$ cat src/rtl/vga_pkg.sv
// Shared VGA plot-path definitions.
//   - Default screen geometry and field widths for the 160x120 frame.
//   - Colour-source mode encodings for the rectangle engine.
//   - FSM state encoding of the rectangle engine (plain 2-bit constants).
package vga_pkg;

  localparam int SCREEN_W = 160;
  localparam int SCREEN_H = 120;
  localparam int X_W      = 8;
  localparam int Y_W      = 7;
  localparam int ADDR_W   = 15;
  localparam int COLOUR_W = 9;

  localparam logic MODE_RESTORE = 1'b0;
  localparam logic MODE_FILL    = 1'b1;

  localparam logic [1:0] ST_IDLE  = 2'd0;
  localparam logic [1:0] ST_ISSUE = 2'd1;
  localparam logic [1:0] ST_DRAIN = 2'd2;
  localparam logic [1:0] ST_DONE  = 2'd3;

endpackage

$ cat src/rtl/vga_addr_calc.sv
// Combinational (x, y) -> linear frame RAM address translator.
//   x    : column
//   y    : row
//   addr : y * SCREEN_W + x
module vga_addr_calc #(
  parameter int SCREEN_W = vga_pkg::SCREEN_W,
  parameter int X_W      = vga_pkg::X_W,
  parameter int Y_W      = vga_pkg::Y_W,
  parameter int ADDR_W   = vga_pkg::ADDR_W
) (
  input  logic [X_W-1:0]    x,
  input  logic [Y_W-1:0]    y,
  output logic [ADDR_W-1:0] addr
);

  assign addr = ADDR_W'(y) * ADDR_W'(SCREEN_W) + ADDR_W'(x);

endmodule

$ cat src/rtl/rect_restore_engine.sv
// Rectangle redraw engine: walks a clipped rectangle in raster order and
// emits one plotted pixel per cycle, coloured from a background frame RAM
// (restore) or a constant (fill).
//   clk, resetn          : clock, synchronous active-low reset
//   start, mode          : job request (sampled in IDLE), colour source
//   x0, y0, w, h         : rectangle origin and size (clipped to the screen)
//   fill_colour          : colour used in fill mode
//   ram_addr, ram_data   : frame RAM read port, RAM_LATENCY cycles deep
//   busy, done           : job in progress, one-cycle completion pulse
//   plot, x, y, colour   : VGA adapter write port
module rect_restore_engine
  import vga_pkg::*;
#(
  parameter int SCREEN_W    = vga_pkg::SCREEN_W,
  parameter int SCREEN_H    = vga_pkg::SCREEN_H,
  parameter int X_W         = vga_pkg::X_W,
  parameter int Y_W         = vga_pkg::Y_W,
  parameter int ADDR_W      = vga_pkg::ADDR_W,
  parameter int COLOUR_W    = vga_pkg::COLOUR_W,
  parameter int RAM_LATENCY = 1
) (
  input  logic                clk,
  input  logic                resetn,
  input  logic                start,
  input  logic                mode,
  input  logic [X_W-1:0]      x0,
  input  logic [Y_W-1:0]      y0,
  input  logic [X_W-1:0]      w,
  input  logic [Y_W-1:0]      h,
  input  logic [COLOUR_W-1:0] fill_colour,
  output logic [ADDR_W-1:0]   ram_addr,
  input  logic [COLOUR_W-1:0] ram_data,
  output logic                busy,
  output logic                done,
  output logic                plot,
  output logic [X_W-1:0]      x,
  output logic [Y_W-1:0]      y,
  output logic [COLOUR_W-1:0] colour
);

  // Clipping arithmetic is one bit wider than the fields so x0 >= SCREEN_W
  // and the subtraction never wrap.
  localparam logic [X_W:0] SW    = (X_W+1)'(SCREEN_W);
  localparam logic [Y_W:0] SH    = (Y_W+1)'(SCREEN_H);
  localparam logic [X_W:0] ONE_X = (X_W+1)'(1);
  localparam logic [Y_W:0] ONE_Y = (Y_W+1)'(1);
  // Only the output stage still valid: the last pixel is plotting now.
  localparam logic [RAM_LATENCY-1:0] LAST_ONLY = (RAM_LATENCY)'(1) << (RAM_LATENCY-1);

  logic [1:0]          state, state_nx;
  logic [X_W-1:0]      cx, cx_nx, x_lo, x_hi;
  logic [Y_W-1:0]      cy, cy_nx, y_hi;
  logic                mode_q;
  logic [COLOUR_W-1:0] fill_q, colour_q, colour_live;
  logic [X_W:0]        cw, x_end;
  logic [Y_W:0]        ch, y_end;
  logic                empty, adv, issue_v;
  logic [ADDR_W-1:0]   addr_nx;

  // Address-side pipeline: valid bits plus the coordinates of each in-flight
  // pixel; the last stage lines up with ram_data.
  logic [RAM_LATENCY-1:0] pipe_v;
  logic [RAM_LATENCY:0]   pipe_v_shift;
  logic [X_W-1:0]         px [RAM_LATENCY];
  logic [Y_W-1:0]         py [RAM_LATENCY];

  // Clip against the screen edges.
  always_comb begin
    // NOTE: every signal written here gets a default first, so no path leaves it unassigned and no latch is inferred.
    cw = '0;
    ch = '0;
    if ({1'b0, x0} < SW) begin
      cw = SW - {1'b0, x0};
      if ({1'b0, w} < cw) cw = {1'b0, w};
    end
    if ({1'b0, y0} < SH) begin
      ch = SH - {1'b0, y0};
      if ({1'b0, h} < ch) ch = {1'b0, h};
    end
    empty = (cw == '0) || (ch == '0);
    x_end = {1'b0, x0} + cw - ONE_X;
    y_end = {1'b0, y0} + ch - ONE_Y;
  end

  // Next-state and address-counter logic.
  always_comb begin
    state_nx = state;
    cx_nx    = cx;
    cy_nx    = cy;
    adv      = 1'b0;
    unique case (state)
      ST_IDLE: begin
        if (start) begin
          cx_nx = x0;
          cy_nx = y0;
          if (empty) begin
            state_nx = ST_DONE;
          end else begin
            state_nx = ST_ISSUE;
            adv      = 1'b1;
          end
        end
      end
      ST_ISSUE: begin
        if (cx == x_hi) begin
          cx_nx = x_lo;
          if (cy == y_hi) begin
            state_nx = ST_DRAIN;
          end else begin
            cy_nx = cy + 1'b1;
            adv   = 1'b1;
          end
        end else begin
          cx_nx = cx + 1'b1;
          adv   = 1'b1;
        end
      end
      ST_DRAIN: if (pipe_v == LAST_ONLY) state_nx = ST_DONE;
      ST_DONE:  state_nx = ST_IDLE;
      default:  state_nx = ST_IDLE;
    endcase
  end

  vga_addr_calc #(
    .SCREEN_W(SCREEN_W),
    .X_W     (X_W),
    .Y_W     (Y_W),
    .ADDR_W  (ADDR_W)
  ) u_addr_calc (
    .x   (cx_nx),
    .y   (cy_nx),
    .addr(addr_nx)
  );

  assign issue_v      = (state == ST_ISSUE);
  assign pipe_v_shift = {pipe_v, issue_v};
  assign colour_live  = (mode_q == MODE_FILL) ? fill_q : ram_data;

  always_ff @(posedge clk) begin
    // NOTE: registers use non-blocking assignments so every flop samples pre-edge values regardless of statement order.
    if (!resetn) begin
      state    <= ST_IDLE;
      cx       <= '0;
      cy       <= '0;
      x_lo     <= '0;
      x_hi     <= '0;
      y_hi     <= '0;
      mode_q   <= MODE_RESTORE;
      fill_q   <= '0;
      ram_addr <= '0;
      colour_q <= '0;
      pipe_v   <= '0;
      // NOTE: the coordinate pipeline is reset too because its last stage drives x/y, which must read 0 out of reset.
      for (int i = 0; i < RAM_LATENCY; i++) begin
        px[i] <= '0;
        py[i] <= '0;
      end
    end else begin
      state <= state_nx;
      if (state == ST_IDLE && start) begin
        x_lo   <= x0;
        x_hi   <= x_end[X_W-1:0];
        y_hi   <= y_end[Y_W-1:0];
        mode_q <= mode;
        fill_q <= fill_colour;
      end
      if (adv) begin
        cx       <= cx_nx;
        cy       <= cy_nx;
        ram_addr <= addr_nx;
      end
      // Valid always shifts; coordinates move only with a valid pixel so the
      // output stage holds the last plotted position.
      pipe_v <= pipe_v_shift[RAM_LATENCY-1:0];
      if (issue_v) begin
        px[0] <= cx;
        py[0] <= cy;
      end
      for (int i = 1; i < RAM_LATENCY; i++) begin
        if (pipe_v[i-1]) begin
          px[i] <= px[i-1];
          py[i] <= py[i-1];
        end
      end
      if (plot) colour_q <= colour_live;
    end
  end

  assign plot   = pipe_v[RAM_LATENCY-1];
  assign x      = px[RAM_LATENCY-1];
  assign y      = py[RAM_LATENCY-1];
  assign colour = plot ? colour_live : colour_q;
  assign busy   = (state == ST_ISSUE) || (state == ST_DRAIN);
  assign done   = (state == ST_DONE);

endmodule

$ cat config.mk
export PLATFORM = sky130hd
export DESIGN_NAME = rect_restore_engine
export DESIGN_NICKNAME = d
export VERILOG_FILES = /design/src/rtl/vga_pkg.sv /design/src/rtl/vga_addr_calc.sv /design/src/rtl/rect_restore_engine.sv
export SDC_FILE = /design/constraint.sdc
export NUM_CORES = 1
export LEC_CHECK = 0
export CORE_MARGIN = 3
export CORE_UTILIZATION = 50
export DETAILED_ROUTE_END_ITERATION = 16
export PLACE_DENSITY = 0.79
export SLEW_MARGIN = 15
export SYNTH_ARGS = -nofsm -noshare
export SYNTH_HDL_FRONTEND = slang
export SYNTH_SLANG_ARGS = --single-unit
$ cat constraint.sdc
create_clock -name clk -period 5.2 [get_ports clk]
set_input_delay 1.04 -clock clk [delete_from_list [all_inputs] [get_ports clk]]
set_output_delay 1.04 -clock clk [all_outputs]
set_load 0.01 [all_outputs]
; ---- Word level (Yosys, flattened, before mapping)
; Memory sizes are Yosys's and may differ from the RTL's.
; Cells that the tools add are included.
[classes]
add_sub_neg = 9
multipliers = 1
order_cmp = 4
n_eq_ne = 9
mux = 32
n_reduce_logical = 9
[op_table]
columns = operator, n
row1 = 8-bit two-way mux, 5
row2 = 9-bit two-way mux, 4
row3 = 7-bit two-way mux, 4
row4 = 8-bit case mux with 2 select lines, 1
row5 = 15-bit by 8-bit adder with 15-bit output, 1
row6 = 7-bit case mux with 2 select lines, 1
row7 = "7-bit by 3-bit multiplier with 10-bit output, second input constant", 1
row8 = 1-bit two-way mux, 10
row9 = 2-bit two-way mux, 5
row10 = 9-bit zero test, 1
row11 = 8-bit by 9-bit less-than comparator with 1-bit output, 1
row12 = "8-bit by 8-bit subtractor with 9-bit output, first input constant", 1
row13 = "8-bit by 1-bit adder with 8-bit output, second input constant", 1
row14 = 8-bit adder, 1
row15 = 8-bit equality test, 1
row16 = 8-bit zero test, 1
row17 = 7-bit by 8-bit less-than comparator with 1-bit output, 1
row18 = "8-bit less-than comparator, second input constant", 1
row19 = 2-bit case mux with 4 select lines, 1
row20 = 8-bit OR reduction, 1
row21 = "7-bit by 7-bit subtractor with 8-bit output, first input constant", 1
row22 = "8-bit by 1-bit subtractor with 8-bit output, second input constant", 1
row23 = "7-bit by 1-bit adder with 7-bit output, second input constant", 1
row24 = 7-bit adder, 1
row25 = 13 further kinds, 17
[word_totals]
register_bits = 75
ram_bits = 15
in_bits = 52
output_inout_bits = 42
wordCells = 77
n_memories = 2
[memory_table]
columns = memory, depth, width, read_ports, rd_clocked_by_memory_dff, write_ports, line_no
row1 = px, 1, 8, 1, 0, 1, rect_restore_engine.sv:64  ; logic [X_W-1:0] px [RAM_LATENCY];
row2 = py, 1, 7, 1, 0, 1, rect_restore_engine.sv:65  ; logic [Y_W-1:0] py [RAM_LATENCY];

; ---- Logic depth before layout (Yosys ltp)
[logic_depth]
depth_word = 9
mapped_depth = 25
ltp_nobuf = 23

; ---- Cells and area by module
; A second synthesis with hierarchy kept.
[hier_totals]
hier_cells = 793
hier_area_um2 = 6593.8
[modules_own_cells]
columns = mod, instances, cells_per_inst, area_per_inst_um2, seq_area_each_um2
row1 = rect_restore_engine, 1, 731, 6059.6, 1951.9
row2 = vga_addr_calc, 1, 62, 534.3, 0.0

; ---- Least setup slack after synthesis
; OpenSTA, ideal clock, no wires.
[synth_timing]
path_type = input port to flip-flop
start = input x0[0]
end = register x_hi[7]
setup_time_ns = 0.086
arrival_ns = 5.598
t_required_ns = 5.114
setup_slack_ns = -0.483
cell_stages = 25
n_path_buf = 2
cell_sequence = inv_1 > ha_1 > buf_4 > or3b_1 > o21a_1 > xnor2_1 > ha_1 > a21o_1 > a221o_1 > a41oi_2 > nor2_2 > buf_4 > mux2_2 > nand2_1 > ha_1 > inv_1 > ha_1 > fa_1 > a21o_1 > a21oi_1 > o21bai_1 > a21oi_1 > xnor2_1 > xnor2_1 > a211oi_1
[synth_via]
elab_chain_cells = 6
elab_cells_between_ends = 7
cone_classes = 3 x add/sub / 2 x order compare / 2 x mux
[synth_rtl]
columns = item, line_no
row1 = from (decl), rect_restore_engine.sv:26  ; input logic [X_W-1:0] x0,
row2 = 8-bit by 8-bit subtractor with 9-bit output, rect_restore_engine.sv:73  ; cw = SW - {1'b0, x0};
row3 = 8-bit by 9-bit less-than comparator with 1-bit output, rect_restore_engine.sv:74  ; if ({1'b0, w} < cw) cw = {1'b0, w};
row4 = 9-bit two-way mux, rect_restore_engine.sv:74
row5 = 9-bit two-way mux, rect_restore_engine.sv:72  ; if ({1'b0, x0} < SW) begin
row6 = 8-bit adder (*), rect_restore_engine.sv:81  ; x_end = {1'b0, x0} + cw - ONE_X;
row7 = 8-bit by 1-bit subtractor with 8-bit output (*), rect_restore_engine.sv:81
row8 = to (signal assigned), rect_restore_engine.sv:162  ; x_hi <= x_end[X_W-1:0];
row9 = to (decl), rect_restore_engine.sv:51  ; logic [X_W-1:0] cx, cx_nx, x_lo, x_hi;
; Every way passes the cells marked *; elsewhere a longest branch is shown, timed or not.
; A chain may end at the register's enable or synchronous reset.

; ---- Worst setup path in the final report
; Ends and elaborated chain as after synthesis.

==> out/results.txt <==
dominant synthesized flop cell = dfxtp_1
initial core utilization = 0.520
final setup fails = 0
Comb power frac = 0.568
All-Layer GR Usage = 0.241
Fin Setup TNS = 0 ns
Register-to-Register Path Depth = 17
IO Pins = 94
switching portion of total power = 0.404
Pwr Density = 473 nW/µm²
arrival time worst endpoint = 5.32 ns
clock power share = 0.163
1st-iter DRT viols = 295
hold_buf cts = 0
RSZ-0062 raised after global routing = yes
most frequent cells in the layout = nand2_1, clkdlybuf4s50_1, buf_4
Routed WL per cell = 15.9 µm
FP Rows = 39
CP endpoint = x_hi[7]$_SDFFE_PN0P_
fin crit share = 0.979
post-route cell area = 8120 µm²
TritonCTS buffer count = 9
register area share after synthesis = 0.305
crit path from = x0[0]
post-synth top area cell = dfxtp_1
Gate Count Post-Synth = 723
Yosys Warn Count = 0
Via Count = 5617
width of the die = 116 µm
H-tree Lvls = 3
TritonCTS clock tree = done
FF-to-FF setup slack = 0.29 ns
largest net degree at the start of global routing = 65
FFs w/ async S/R, synth = 0
Synth Register Bits = 85
fin nets = 986
Final Critical Period = 5.09 ns
die area = 13500 µm²
max incr delay on CP = 0.38 ns
clock buffer depth = 2
P_leak = 3.70 nW
Synth area leaders = dfxtp_1, ha_1, edfxtp_1, nand2_1, a21oi_1
DRT Pass-1 Iters = 5
measured slew at the worst slew-check pin = 0.918 ns
placed wire-length estimate = 12.3 mm
slowest cell on the critical path = or3b_4
CP Launch Type = input port
IO Port Bufs = 93
synthesized area = 6070 µm²
grt total ovfl = 0
share of layout cells above drive strength 1 = 0.174
worst hold-check path type = reg -> reg
Yosys cell types = 58
root buf cell = clkbuf_16
most frequent cell on the critical path = ha_4
Slew Viols, Final = 0
Clock Skew = 0.00502 ns
dpl cells = 995
Cell Int Power = 2.29 mW
worst skew pair latency = 0.34 ns
f_max = 196 MHz
number of global-route vias before repair = 5636
Die Y = 116 µm
number of enable flip-flop cells after synthesis = 15
Psw = 1.55 mW
top cell type's share of synthesized area = 0.231
Routed Antenna Nets = 0
first-pass GRT wire length = 26.2 mm
Seq pwr share = 0.269
Clock transition at path regs = 0.06 ns
Routed WL = 16.2 mm
Layout area overhead = 33.7%
routed vias/inst = 5.50
reg-to-reg critical path endpoint = ram_addr[14]$_SDFFE_PN0P_
CP required = 5.43 ns
dpl cell area = 7630 µm²
CP cell instances = buf_8 -> inv_8 -> ha_4 -> or3b_4 -> o21a_1 -> xnor2_2 -> ha_1 -> a21o_1 -> a221o_1 -> a41oi_2 -> nor2_2 -> mux2_4 -> nand2_4 -> ha_4 -> inv_4 -> ha_4 -> fa_2 -> a21o_1 -> a21oi_2 -> o21bai_1 -> a21oi_2 -> xnor2_2 -> xnor2_1 -> a211oi_1
maxcap violations = 0
# DRC = 0
final std cells w/o fill = 1021
commonest non-fill, non-tap cell in the layout = nand2_1
core area = 11700 µm²
Worst Path Max Fanout = 3
peak supply drop = 0.205 mV
Worst setup EP type = register
Rel. slew slack = 0.387
synthesized area per cell = 8.39 µm²
count of final hold-check violations = 0
RD Place Congestion = 0.926
clk sink count = 85
run status = completed
Setup CP Type = in -> reg
synthesized net count = 837
initial antenna violation count = 0
## state kept, by name (all words and copies together), names as in the netlist, named ones only
signal    count
cx            3
y_hi          7
fill_q        9
state         2
px            8
cy            7
plot          1
x_lo          8
mode_q        1
ram_addr     10
py            7
colour_q      9
x_hi          8
## cell families (layout without fill, tap and decap cells)
group | after synthesis | in the layout | share of synthesized area
other cells | 0 | 1 | 0
xor+xnor | 59 | 59 | 0.0851
mux | 44 | 44 | 0.0759
buf+inv | 100 | 254 | 0.0693
compound gates | 136 | 136 | 0.150
simple gates | 237 | 237 | 0.182
flops | 85 | 85 | 0.305
fa+ha+maj | 62 | 62 | 0.133
## Yosys cell counts, types with 3 or more instances
cell and count:
nor2_1 54, nor2b_1 10, o211ai_1 6, nand2_1 92, a221oi_1 6, clkbuf_1 28
a211oi_2 3, o21a_1 3, o21ai_1 3, xor2_1 28, ha_1 58, mux2i_1 28
buf_1 5, or4_1 3, o21bai_1 3, dfxtp_1 70, and2_1 11, and3_1 16
or3_1 3, nor3_1 16, nand2b_1 5, nand4_1 6, buf_4 8, xnor2_1 31
o21ai_0 10, a21oi_1 60, nor4_1 7, inv_1 56, a221o_1 3, edfxtp_1 15
fa_1 4, nand3_1 6, a211oi_1 6, mux2_2 16, a21o_1 15
## worst max-delay path: cells and delay by family
kind,cells,cell delay (ns)
compound gates,9,1.74
fa+ha+maj,5,1.26
buf+inv,3,0.19
simple gates,3,0.51
mux,1,0.22
xor+xnor,3,0.38
## routing by layer
layer	wire length [µm]	GRT usage	part of all wire
met5	0	0	0
met2	8000	0.433	0.49
met1	6930	0.288	0.43
met3	941	0.0435	0.058
met4	328	0.0866	0.020
## power by group through the flow
stage	sequential [mW]	clock (mW)	combinational, mW
after floorplan	1.01	0	1.43
after global placement	1.03	0	2.04
after detailed placement	1.04	0	2.11
after CTS	1.03	0.635	2.14
after global routing	1.06	0.663	2.41
final	1.03	0.628	2.18
## cell type report
| class | instances | area, µm² |
|---|---|---|
| Timing Repair Buffer | 181 | 1620 |
| Multi-Input combinational cell | 538 | 3930 |
| Clock buffer | 10 | 229 |
| Clock inverter | 6 | 63.8 |
| Inverter | 57 | 238 |
| Tap cell | 143 | 179 |
| Antenna cell | 1 | 2.50 |
| Fill cell | 910 | 3550 |
| Sequential cell | 85 | 1850 |
## worst min-delay path by stage
stage / depth (start not counted) / end / startpoint / slack (ns)
floorplan: 2 / x_lo[6]$_SDFFE_PN0P_ / x_lo[6]$_SDFFE_PN0P_ / 0.43
global placement: 2 / x_lo[7]$_SDFFE_PN0P_ / x_lo[7]$_SDFFE_PN0P_ / 0.44
detailed placement: 2 / x_lo[7]$_SDFFE_PN0P_ / x_lo[7]$_SDFFE_PN0P_ / 0.45
CTS: 2 / fill_q[6]$_SDFFE_PN0P_ / fill_q[6]$_SDFFE_PN0P_ / 0.46
global route: 2 / fill_q[6]$_SDFFE_PN0P_ / fill_q[6]$_SDFFE_PN0P_ / 0.48
finish: 2 / fill_q[6]$_SDFFE_PN0P_ / fill_q[6]$_SDFFE_PN0P_ / 0.46
## repair_timing
item	CTS	global route
resized for setup	14	29
pin swaps	15	24
buffers inserted	5	4
endpoints found under the setup margin	21	5
## through the flow
| step | setup slack, ns | power (mW) | hold slack, ns | util |
|---|---|---|---|---|
| global route | -0.128 | 4.13 | 0.480 | 0.696 |
| floorplan | -0.203 | 2.44 | 0.433 | - |
| finish | 0.109 | 3.84 | 0.460 | 0.696 |
| global placement | -0.674 | 3.07 | 0.439 | 0.654 |
| detailed placement | -0.795 | 3.15 | 0.449 | 0.654 |
| CTS | 0.0176 | 3.81 | 0.462 | 0.683 |
(Power assumes the default switching activity.)
